`config.mk`:
```
export PLATFORM = sky130hd
export DESIGN_NAME = edit_campo_hora
export DESIGN_NICKNAME = d
export VERILOG_FILES = /design/src/rtl/edit_campo_hora.sv
export SDC_FILE = /design/constraint.sdc
export NUM_CORES = 1
export LEC_CHECK = 0
export ABC_AREA = 1
export BUFFER_PORTS_ARGS = -buffer_cell sky130_fd_sc_hd__clkbuf_2
export CELL_PAD_IN_SITES_DETAIL_PLACEMENT = 1
export CELL_PAD_IN_SITES_GLOBAL_PLACEMENT = 2
export CORE_UTILIZATION = 28
export CTS_BUF_LIST = sky130_fd_sc_hd__clkbuf_8
export DETAILED_ROUTE_END_ITERATION = 6
export PLACE_DENSITY = 0.9
export SKIP_CTS_REPAIR_TIMING = 1
export SYNTH_ARGS = -nofsm -noshare
export SYNTH_HDL_FRONTEND = slang
export SYNTH_SLANG_ARGS = --single-unit
```
`constraint.sdc`:
```
create_clock -name clk -period 1.85 [get_ports clk]
set_clock_uncertainty 0.05 [all_clocks]
set_input_delay 0.0925 -clock clk [delete_from_list [all_inputs] [get_ports clk]]
set_output_delay 0.0925 -clock clk [all_outputs]
set_load 0.01 [all_outputs]
```
`src/rtl/edit_campo_hora.sv`:
```
// Time-field editor: tracks live RTC seconds/minutes/hours, applies BCD up/down
// edits to the field chosen by dir, and hands the result back over a req/ack.
//
// state  | meaning
// TRACK  | fields follow seg_in/min_in/hora_in every clk
// EDIT   | arriba/abajo modify the field selected by dir
// COMMIT | fields frozen, wr_req held until wr_ack is sampled
module edit_campo_hora #(
  parameter logic [7:0] HORA_MAX = 8'h23,
  parameter logic [7:0] MS_MAX   = 8'h59
) (
  input  logic       clk,
  input  logic       reset,
  input  logic       en,
  input  logic [1:0] dir,
  input  logic       arriba,
  input  logic       abajo,
  input  logic [7:0] seg_in,
  input  logic [7:0] min_in,
  input  logic [7:0] hora_in,
  input  logic       wr_ack,
  output logic [7:0] seg_out,
  output logic [7:0] min_out,
  output logic [7:0] hora_out,
  output logic       wr_req,
  output logic       editando
);

  typedef enum logic [1:0] {
    TRACK  = 2'd0,
    EDIT   = 2'd1,
    COMMIT = 2'd2
  } state_t;

  state_t state;

  // Any digit above 9 is treated as out of range, so it wraps like v > max.
  function automatic logic [7:0] bcd_inc(input logic [7:0] v, input logic [7:0] maxv);
    logic [7:0] r;
    if (v[7:4] > 4'd9 || v[3:0] > 4'd9 || v >= maxv)
      r = 8'h00;
    else if (v[3:0] == 4'd9)
      r = {v[7:4] + 4'd1, 4'd0};
    else
      r = v + 8'd1;
    return r;
  endfunction

  function automatic logic [7:0] bcd_dec(input logic [7:0] v, input logic [7:0] maxv);
    logic [7:0] r;
    if (v[7:4] > 4'd9 || v[3:0] > 4'd9 || v == 8'h00 || v > maxv)
      r = maxv;
    else if (v[3:0] == 4'd0)
      r = {v[7:4] - 4'd1, 4'd9};
    else
      r = v - 8'd1;
    return r;
  endfunction

  always_ff @(posedge clk or posedge reset) begin
    if (reset) begin
      state    <= TRACK;
      seg_out  <= 8'h00;
      min_out  <= 8'h00;
      hora_out <= 8'h00;
      wr_req   <= 1'b0;
      editando <= 1'b0;
    end else begin
      case (state)
        TRACK: begin
          seg_out  <= seg_in;
          min_out  <= min_in;
          hora_out <= hora_in;
          if (en) begin
            state    <= EDIT;
            editando <= 1'b1;
          end
        end
        EDIT: begin
          if (!en) begin
            state    <= COMMIT;
            wr_req   <= 1'b1;
            editando <= 1'b0;
          end else if (arriba ^ abajo) begin
            case (dir)
              2'b00:   seg_out  <= arriba ? bcd_inc(seg_out, MS_MAX)    : bcd_dec(seg_out, MS_MAX);
              2'b01:   min_out  <= arriba ? bcd_inc(min_out, MS_MAX)    : bcd_dec(min_out, MS_MAX);
              2'b10:   hora_out <= arriba ? bcd_inc(hora_out, HORA_MAX) : bcd_dec(hora_out, HORA_MAX);
              default: ;
            endcase
          end
        end
        COMMIT: begin
          if (wr_ack) begin
            wr_req <= 1'b0;
            state  <= TRACK;
          end
        end
        default: begin
          state    <= TRACK;
          wr_req   <= 1'b0;
          editando <= 1'b0;
        end
      endcase
    end
  end

endmodule

```
==> impl_results.md, run 1 <==
- WP buf/inv: 1
- Yosys reg bits: 28
- Post-route DRC violation count: 0
- Crit path max fanout: 4
- Final setup violation count: 0
- Iter 0 DRT Violations: 127
- Fraction of layout cells with a size suffix above 1: 0.332
- Delay-heaviest family, CP: simple AND/OR/NAND/NOR gates
- Routed Antenna Nets: 0
- GR Overflow Total: 0
- Worst stage delay on the critical path: 0.43 ns
- Die area: 12200 sq um
- Sw frac: 0.537
- Commonest non-fill, non-tap cell in the layout: nand2_1
- Critical path startpoint category: register
- Sw Pwr: 3.08 mW
- Total clock sinks: 28
- Drt wl/cell: 15.4 um
- Int Power: 2.65 mW
- RSZ-0062 raised after global routing: yes
- Drt total wl: 11.8 mm
- Critical path class: register to register
- Worst EP arrival: 1.96 ns
- Number of CTS-inserted buffers: 3
- Htree depth: 1
- Gate count of the mapped netlist: 526
- Most frequent cells in the layout: nand2_1, nor2_1, clkbuf_2, nand3_1, inv_1
- Flop pwr share: 0.194
- Slew margin rel.: 0.636
- Final core occ: 0.387
- Die height: 111 um
- N_diodes: 0
- Fin area: 4430 sq um
- Antenna violations before repair: 0
- CTS tree: done
- Hold WS: 0.0406 ns
- MaxCap Viol Count: 0
- Crit-path slowest cell: dfrtp_1
- Worst Path Required: 2.02 ns
- Fmax: 0.557 GHz
- Worst path cell trace: inv_1, ha_4, nand2_2, nand3_2, nand2_1, nor2_1, nand2_1, a21oi_1, nand2_1, a21oi_2
- Pre-antenna DRT Iters: 4
- Final Slew Violations: 0
- Mean Syn Cell Area: 6.27 sq um
- Clock Tree Buf Depth: 2
- Critical Path Sink Type: register
- First-pass GRT wire length: 18.7 mm
- CTS root buffer: clkbuf_8
- Vias per cell: 4.90
- Peak supply drop: 0.459 mV
- PortBufs: 57
- Logic pwr share: 0.731
- Largest net degree at the start of global routing: 39
- Power density over cell area: 1290 nW/um^2
- I/O Pins: 58
- DP Area: 3970 sq um
- Starting Density: 0.288
- Most used cell, CP: nand2_1
- CORE AREA: 11500 sq um
- Clock share of power: 0.075
- Die W: 111 um
- Least-Margin Pin Slew: 0.545 ns
- Dpl hpwl: 8.84 mm
- Tcrit/Tclk final: 0.970
- Netlist cell types: 35
- Status: complete, no violations
- Clock Latency Late Sink: 0.29 ns
- Register area share after synthesis: 0.212
- # fillers: 1495
- Vias: 3760
- Final hold vios: 0
- Area Growth Syn to Fin: 34.4%
- GRT Total Usage: 0.182
- Lkg Pwr: 2.25 nW
- Routability cong.: 0.860
- Core Rows: 39
- HP Class: primary input to register
- Syn. warnings: 0
- Min Tclk post-route: 1.79 ns
- Post-Syn Area: 3300 sq um
- Final #Nets: 680
- Syn nets: 581
- Vias in the first global route: 3852
- Clock-pin slew on the worst setup and hold paths: 0.12 ns
-- stage by stage --
step	total power, mW	TNS, ns	setup WS [ns]	std cells
floorplan	3.41	0	0.0308	526
finish	5.73	0	0.0558	767
CTS	5.12	-0.686	-0.146	751
detailed placement	4.67	-0.429	-0.114	747
global placement	4.54	-0.0227	-0.0222	747
global route	6.19	-0.310	-0.0615	767
-- tightest hold or removal path, stage by stage --
cell,delay (ns)
clkbuf_2,0.10
inv_1,0.09
nor2_1,0.06
-- flip-flops by register name, indices dropped and copies added, names as in the netlist --
register / count
editando: 1
seg_out: 8
wr_req: 1
min_out: 8
hora_out: 8
state: 2
-- per-layer routing --
layer / GRT usage / up-vias / routed length, um
met5: 0 / - / 0
met4: 0.0249 / 0 / 65
met3: 0.0154 / 8 / 305
met2: 0.327 / 57 / 6160
met1: 0.240 / 1812 / 5260
li1: - / 1883 / -
-- cell families after synthesis --
family / Yosys count / synth area share
AOI/OAI and AO/OA: 56 / 0.0941
and+or+nand+nor: 322 / 0.456
DFF: 28 / 0.212
adders and majority gates: 24 / 0.0903
xor gates and xnor gates: 13 / 0.0345
buffers and inverters: 83 / 0.113
-- cell usage after synthesis (all sizes together) --
cell type    n  area share
a21oi       22       0.035
a31oi        1      0.0019
buf         15       0.032
clkbuf       3      0.0034
clkinv       1      0.0049
dfrtp       28        0.21
ha          23       0.087
inv         64       0.073
maj3         1      0.0030
nand2      149        0.18
nand3       66        0.12
nand4       17       0.032
nor2        84        0.11
nor3         5       0.011
o211ai       3      0.0068
o21ai       28       0.047
o22ai        2      0.0038
or2          1      0.0019
xnor2        1      0.0027
xor2        12       0.032
-- final cells by class --
| class | count | area, sq um | share of cell area |
|---|---|---|---|
| flip-flops and latches | 28 | 704 | 0.159 |
| multi-input cells | 415 | 2490 | 0.562 |
| well taps | 143 | 179 | 0.0404 |
| inverters | 65 | 264 | 0.0595 |
| clock buffers | 4 | 55.1 | 0.0124 |
| repair buffers | 112 | 742 | 0.167 |
-- power by group through the flow --
stage	sequential [mW]	combinational, mW	clock (mW)
3_3_place_gp	1.07	3.46	0
4_1_cts	1.08	3.61	0.439
5_1_grt	1.14	4.60	0.450
3_5_place_dp	1.09	3.58	0
2_1_floorplan	1.15	2.26	0
6_report	1.11	4.19	0.431
-- path summary, 6_finish.rpt --
check                      slack (ns)                    from                       to  cells past startpoint
setup / recovery                 0.06  seg_out[0]$_DFFE_PP0P_   seg_out[0]$_DFFE_PP0P_                     10
hold reg to reg                  0.47      wr_req$_DFFE_PP0P_       wr_req$_DFFE_PP0P_                      2
min in group asynchronous        0.36                   reset     editando$_DFFE_PP0P_                      4
max in group asynchronous        1.07                   reset  hora_out[5]$_DFFE_PP0P_                      4
setup reg to reg                 0.06  seg_out[0]$_DFFE_PP0P_   seg_out[0]$_DFFE_PP0P_                     10
hold / removal                   0.04                      en     state[0]$_DFFE_PP0P_                      3
No activity file was read; power rests on OpenSTA's default activity.
==> run 2: changes to the inputs <==
--- a/config.mk
+++ b/config.mk
@@ -9,6 +9,7 @@
 export BUFFER_PORTS_ARGS = -buffer_cell sky130_fd_sc_hd__clkbuf_2
 export CELL_PAD_IN_SITES_DETAIL_PLACEMENT = 1
 export CELL_PAD_IN_SITES_GLOBAL_PLACEMENT = 2
+export CORE_ASPECT_RATIO = 0.7
 export CORE_UTILIZATION = 28
 export CTS_BUF_LIST = sky130_fd_sc_hd__clkbuf_8
 export DETAILED_ROUTE_END_ITERATION = 6
==> run 2 against run 1 <==
Maximum frequency down 0.62%. First-iteration DRC count unchanged. Combinational power down 2%. Clock-buffer cell count down 1. Critical endpoint is now min_out[0]$_DFFE_PP0P_. Sequential power up 5%. Sequential cell count unchanged. Register-to-register slack about the same. Cell area down 0.45%.
==> impl_results.md, run 2 (synthesis results as in run 1) <==
- Status: complete, no violations
- Fmax: 0.554 GHz (-0.62%)
- HP Class: primary input to register
- Least-Margin Pin Slew: 0.408 ns (-0.137 ns)
- Min Tclk post-route: 1.81 ns (+0.0112 ns)
- GRT Total Usage: 0.195 (+0.0134)
- CORE AREA: 11300 sq um (-1.9%)
- Clock Latency Late Sink: 0.29 ns (about the same)
- Drt total wl: 12.1 mm (+2.3%)
- Worst stage delay on the critical path: 0.40 ns (-0.03 ns)
- GR Overflow Total: 0 (unchanged)
- Tcrit/Tclk final: 0.976 (+0.00603)
- Commonest non-fill, non-tap cell in the layout: nand2_1
- Total clock sinks: 28 (unchanged)
- Sw Pwr: 3.04 mW (-1.0%)
- Flop pwr share: 0.208 (+0.014)
- Area Growth Syn to Fin: 33.8%
- Starting Density: 0.293 (+0.00554)
- Die area: 12200 sq um (about the same)
- Fraction of layout cells with a size suffix above 1: 0.339 (+0.00693)
- Vias: 3815 (+1.5%)
- Most frequent cells in the layout: nand2_1, nor2_1, clkbuf_2, buf_4, nand3_1
- First-pass GRT wire length: 19.3 mm (+3.4%)
- Sw frac: 0.539 (+0.00216)
- Final core occ: 0.392 (+0.00566)
- Peak supply drop: 0.435 mV (-5.3%)
- CTS tree: done
- Htree depth: 1 (unchanged)
- Placed cell count: 757 (+1.3%)
- Worst path cell trace: inv_2, ha_2, inv_1, nand2_1, nand2_1, nand2_1, nand2_4, nor2_4, nand2_1, a21oi_1, nand2_1, a21oi_2
- Int Power: 2.60 mW (-1.9%)
- Number of CTS-inserted buffers: 3 (unchanged)
- Final Slew Violations: 0 (unchanged)
- Final setup violation count: 0 (unchanged)
- Reg2reg setup slack: 0.04 ns (about the same)
- Die height: 92.8 um (-16%)
- Largest net degree at the start of global routing: 29 (-26%)
- Die W: 132 um (+19%)
- Final hold vios: 0 (unchanged)
- Worst Path Required: 2.02 ns (about the same)
- Most used cell, CP: nand2_1
- Critical path class: register to register
- Routed Antenna Nets: 0 (unchanged)
- Crit path max fanout: 7 (+3)
- Post-Layout Cell Count: 779 (+1.6%)
- Lkg Pwr: 2.24 nW (-0.52%)
- Dpl hpwl: 9.16 mm (+3.5%)
- Vias per cell: 4.90 (-0.10%)
- Critical path startpoint category: register
- Logic pwr share: 0.726 (-0.005)
- Power density over cell area: 1280 nW/um^2 (-0.99%)
- RSZ-0062 raised after global routing: yes
- Crit-path slowest cell: dfrtp_1
- Slew margin rel.: 0.728 (+0.0924)
- Clock-pin slew on the worst setup and hold paths: 0.11 ns (about the same)
- Iter 0 DRT Violations: 127 (unchanged)
- MaxCap Viol Count: 0 (unchanged)
- Worst EP arrival: 1.97 ns (about the same)
- I/O Pins: 58 (unchanged)
- CTS root buffer: clkbuf_8
- WP buf/inv: 2 (+1)
- Vias in the first global route: 3865 (+0.34%)
- PortBufs: 57 (unchanged)
- Post-route DRC violation count: 0 (unchanged)
- Clock Tree Buf Depth: 2 (unchanged)
- Final #Nets: 683 (+0.44%)
- Clock share of power: 0.067 (-0.008)
- Pre-antenna DRT Iters: 4 (unchanged)
- Core Rows: 32 (-18%)
- Antenna violations before repair: 0 (unchanged)
- Routability cong.: 0.853 (-0.83%)
- Delay-heaviest family, CP: simple AND/OR/NAND/NOR gates
- Critical Path Sink Type: register
- Drt wl/cell: 15.5 um (+0.72%)
- Biggest regs: hora_out (8), min_out (8), seg_out (8)
- N_diodes: 0 (unchanged)
==> run 2: metal layers <==
layer | vias to the layer above | GRT usage | share of wire
li1 | 1886 | - | -
met1 | 1838 | 0.285 | 0.50
met2 | 86 | 0.317 | 0.46
met3 | 5 | 0.0203 | 0.042
met4 | 0 | 0.0174 | 0.0031
met5 | - | 0 | 0
==> run 2: path summary, 6_finish.rpt <==
path	to	startpoint	cells past startpoint
setup / recovery	min_out[0]$_DFFE_PP0P_	min_out[5]$_DFFE_PP0P_	12
hold / removal	state[1]$_DFFE_PP0P_	en	2
setup reg to reg	min_out[0]$_DFFE_PP0P_	min_out[5]$_DFFE_PP0P_	12
hold reg to reg	wr_req$_DFFE_PP0P_	wr_req$_DFFE_PP0P_	2
max in group asynchronous	min_out[0]$_DFFE_PP0P_	reset	4
min in group asynchronous	min_out[3]$_DFFE_PP0P_	reset	4
==> run 2: stage by stage <==
stage / setup TNS (ns) / hold slack, ns / setup WS (ns) / cell area (sq um) / total power [mW]
6_report: 0 / 0.0175 / 0.0447 / 4410 / 5.65
5_1_grt: -0.485 / 0.0290 / -0.0562 / 4410 / 6.18
4_1_cts: -0.275 / -0.177 / -0.107 / 3990 / 5.01
3_5_place_dp: -0.140 / 0.136 / -0.0708 / 3950 / 4.63
3_3_place_gp: 0 / 0.131 / 0.0131 / 3950 / 4.51
2_1_floorplan: 0 / 0.108 / 0.0308 / 3300 / 3.41
==> run 2: layout make-up <==
cell class / instances / area, sq um
fill: 1474 / 6840
multi-input combinational: 415 / 2470
timing repair buffer: 115 / 733
sequential: 28 / 709
inverter: 65 / 269
tap: 153 / 191
clock buffer: 3 / 41.3
==> run 2: power groups by stage <==
stage | clock [mW] | sequential, mW | combinational, mW
finish | 0.376 | 1.17 | 4.10
CTS | 0.373 | 1.14 | 3.50
global placement | 0 | 1.13 | 3.38
detailed placement | 0 | 1.15 | 3.48
global route | 0.394 | 1.21 | 4.58
floorplan | 0 | 1.15 | 2.26
==> run 3: changes to the inputs <==
--- a/config.mk
+++ b/config.mk
@@ -7,6 +7,7 @@
 export LEC_CHECK = 0
 export ABC_AREA = 1
 export BUFFER_PORTS_ARGS = -buffer_cell sky130_fd_sc_hd__clkbuf_2
+export CAP_MARGIN = 15
 export CELL_PAD_IN_SITES_DETAIL_PLACEMENT = 1
 export CELL_PAD_IN_SITES_GLOBAL_PLACEMENT = 2
 export CORE_ASPECT_RATIO = 0.7
@@ -14,7 +15,9 @@
 export CTS_BUF_LIST = sky130_fd_sc_hd__clkbuf_8
 export DETAILED_ROUTE_END_ITERATION = 6
 export PLACE_DENSITY = 0.9
+export RECOVER_POWER = 50
 export SKIP_CTS_REPAIR_TIMING = 1
+export SLEW_MARGIN = 0
 export SYNTH_ARGS = -nofsm -noshare
 export SYNTH_HDL_FRONTEND = slang
 export SYNTH_SLANG_ARGS = --single-unit
==> run 3 against run 2 <==
Combinational power is essentially flat. Via count barely moved. Maximum frequency about the same. Largest power group unchanged. Register-to-register slack is essentially flat.
==> impl_results.md, run 3 (synthesis results as in run 1) <==
- Post-route setup slack: 0.0448 ns (+0.000131 ns)
- Hold Crit Start: en
- Fmax: 0.554 GHz (about the same)
- Final setup violation count: 0 (unchanged)
- Critical Path Sink Type: register
- Vias in the first global route: 3865 (unchanged)
- Worst R2R Start: min_out[5]$_DFFE_PP0P_
- Critical path startpoint category: register
- MaxCap Viol Count: 0 (unchanged)
- Area Growth Syn to Fin: 33.5%
- Status: complete, no violations
- Final hold vios: 0 (unchanged)
- Fraction of layout cells with a size suffix above 1: 0.331 (-0.00799)
- Drt wl/cell: 15.5 um (about the same)
- Clock Tree Buf Depth: 2 (unchanged)
- Clock Latency Late Sink: 0.29 ns (about the same)
- Number of CTS-inserted buffers: 3 (unchanged)
- Fin area: 4410 sq um (-0.20%)
- Dpl hpwl: 9.16 mm (unchanged)
- Total power: 5.64 mW (-0.14%)
- Lkg Pwr: 2.22 nW (-0.72%)
- N_diodes: 0 (unchanged)
- Crit path from: min_out[5]$_DFFE_PP0P_
- HP Class: primary input to register
- Worst Path Required: 2.02 ns (about the same)
- Vias: 3818 (+0.079%)
- Post-route DRC violation count: 0 (unchanged)
- Final Slew Violations: 0 (unchanged)
- Least-Margin Pin Slew: 0.787 ns (+0.380 ns)
- PortBufs: 57 (unchanged)
- Slew margin rel.: 0.475 (-0.253)
- RSZ-0062 raised after global routing: yes
- Drt total wl: 12.1 mm (about the same)
- Htree depth: 1 (unchanged)
- Peak supply drop: 0.435 mV (about the same)
- # fillers: 1477 (+0.20%)
- Clock-pin slew on the worst setup and hold paths: 0.11 ns (about the same)
- Critical path class: register to register
- Biggest regs: hora_out (8), min_out (8), seg_out (8)
- CORE AREA: 11300 sq um (unchanged)
- Vias per cell: 4.90 (about the same)
- Die height: 92.8 um (unchanged)
- Final #Nets: 683 (unchanged)
- Iter 0 DRT Violations: 129 (+1.6%)
- Reg area: 709 sq um (unchanged)
- Min Tclk post-route: 1.81 ns (-0.000131 ns)
- Starting Density: 0.293 (unchanged)
- Die area: 12200 sq um (unchanged)
- Routed Antenna Nets: 0 (unchanged)
- GR Overflow Total: 0 (unchanged)
- DP Area: 3950 sq um (unchanged)
- Power density over cell area: 1280 nW/um^2 (about the same)
- CTS root buffer: clkbuf_8
- GRT Total Usage: 0.195 (unchanged)
- Routability cong.: 0.853 (unchanged)
- Commonest non-fill, non-tap cell in the layout: nand2_1
- Hold WS: 0.0182 ns (+0.000702 ns)
- I/O Pins: 58 (unchanged)
- Most frequent cells in the layout: nand2_1, nor2_1, clkbuf_2, buf_4, nand3_1
- Area of the multi-input gates: 2470 sq um (unchanged)
- Final core occ: 0.392 (-0.000779)
- Core Rows: 32 (unchanged)
- Pre-antenna DRT Iters: 4 (unchanged)
- First-pass GRT wire length: 19.3 mm (unchanged)
- Largest net degree at the start of global routing: 29 (unchanged)
- Antenna violations before repair: 0 (unchanged)
- Worst EP arrival: 1.97 ns (about the same)
- Placement Setup Slack: -0.0708 ns (unchanged)
- Total clock sinks: 28 (unchanged)
- CTS tree: done
- Crit path max fanout: 7 (unchanged)
- Tcrit/Tclk final: 0.976 (about the same)
- Die W: 132 um (unchanged)
run 3: cell types whose count changed in the layout (fill, tap and decap cells not counted), sizes merged:
cell    change
buf         -1
clkbuf      +1
run 3: path summary, 6_finish.rpt:
kind / cells after the start / endpoint / slack [ns]
setup / recovery: 12 / min_out[0]$_DFFE_PP0P_ / 0.04
hold reg to reg: 2 / wr_req$_DFFE_PP0P_ / 0.49
hold / removal: 2 / state[1]$_DFFE_PP0P_ / 0.02
setup reg to reg: 12 / min_out[0]$_DFFE_PP0P_ / 0.04
min in group asynchronous: 4 / min_out[3]$_DFFE_PP0P_ / 0.51
max in group asynchronous: 4 / min_out[0]$_DFFE_PP0P_ / 0.70
run 3: metrics by stage:
step	TNS (ns)	instances
2_1_floorplan	0	526
3_3_place_gp	0	757
3_5_place_dp	-0.140	757
4_1_cts	-0.275	760
5_1_grt	-0.485	779
6_report	0	779
run 3: metal layers:
| metal | track usage | vias to the layer above | wire length, um |
|---|---|---|---|
| li1 | - | 1888 | - |
| met1 | 0.285 | 1839 | 6010 |
| met2 | 0.317 | 86 | 5500 |
| met3 | 0.0203 | 5 | 516 |
| met4 | 0.0174 | 0 | 38 |
| met5 | 0 | - | 0 |
run 3: report_power, final:
group | switching, mW | internal, mW | total (mW)
Sequential | 0.363 | 0.810 | 1.17
Clock | 0.228 | 0.148 | 0.376
Combinational | 2.45 | 1.64 | 4.09
run 3: cell type report:
class,count,area share
multi-input combinational,415,0.561
tap,153,0.0435
clock buffer,3,0.00937
inverter,65,0.0611
sequential,28,0.161
timing repair buffer,115,0.164
run 3: worst max-delay path: stages, from the launching register on:
cell     delay [ns]
dfrtp_1        0.40
inv_2          0.11
ha_2           0.20
inv_1          0.04
nand2_1        0.05
nand2_1        0.05
nand2_1        0.11
nand2_4        0.09
nor2_4         0.21
nand2_1        0.09
a21oi_1        0.14
nand2_1        0.09
a21oi_2        0.12
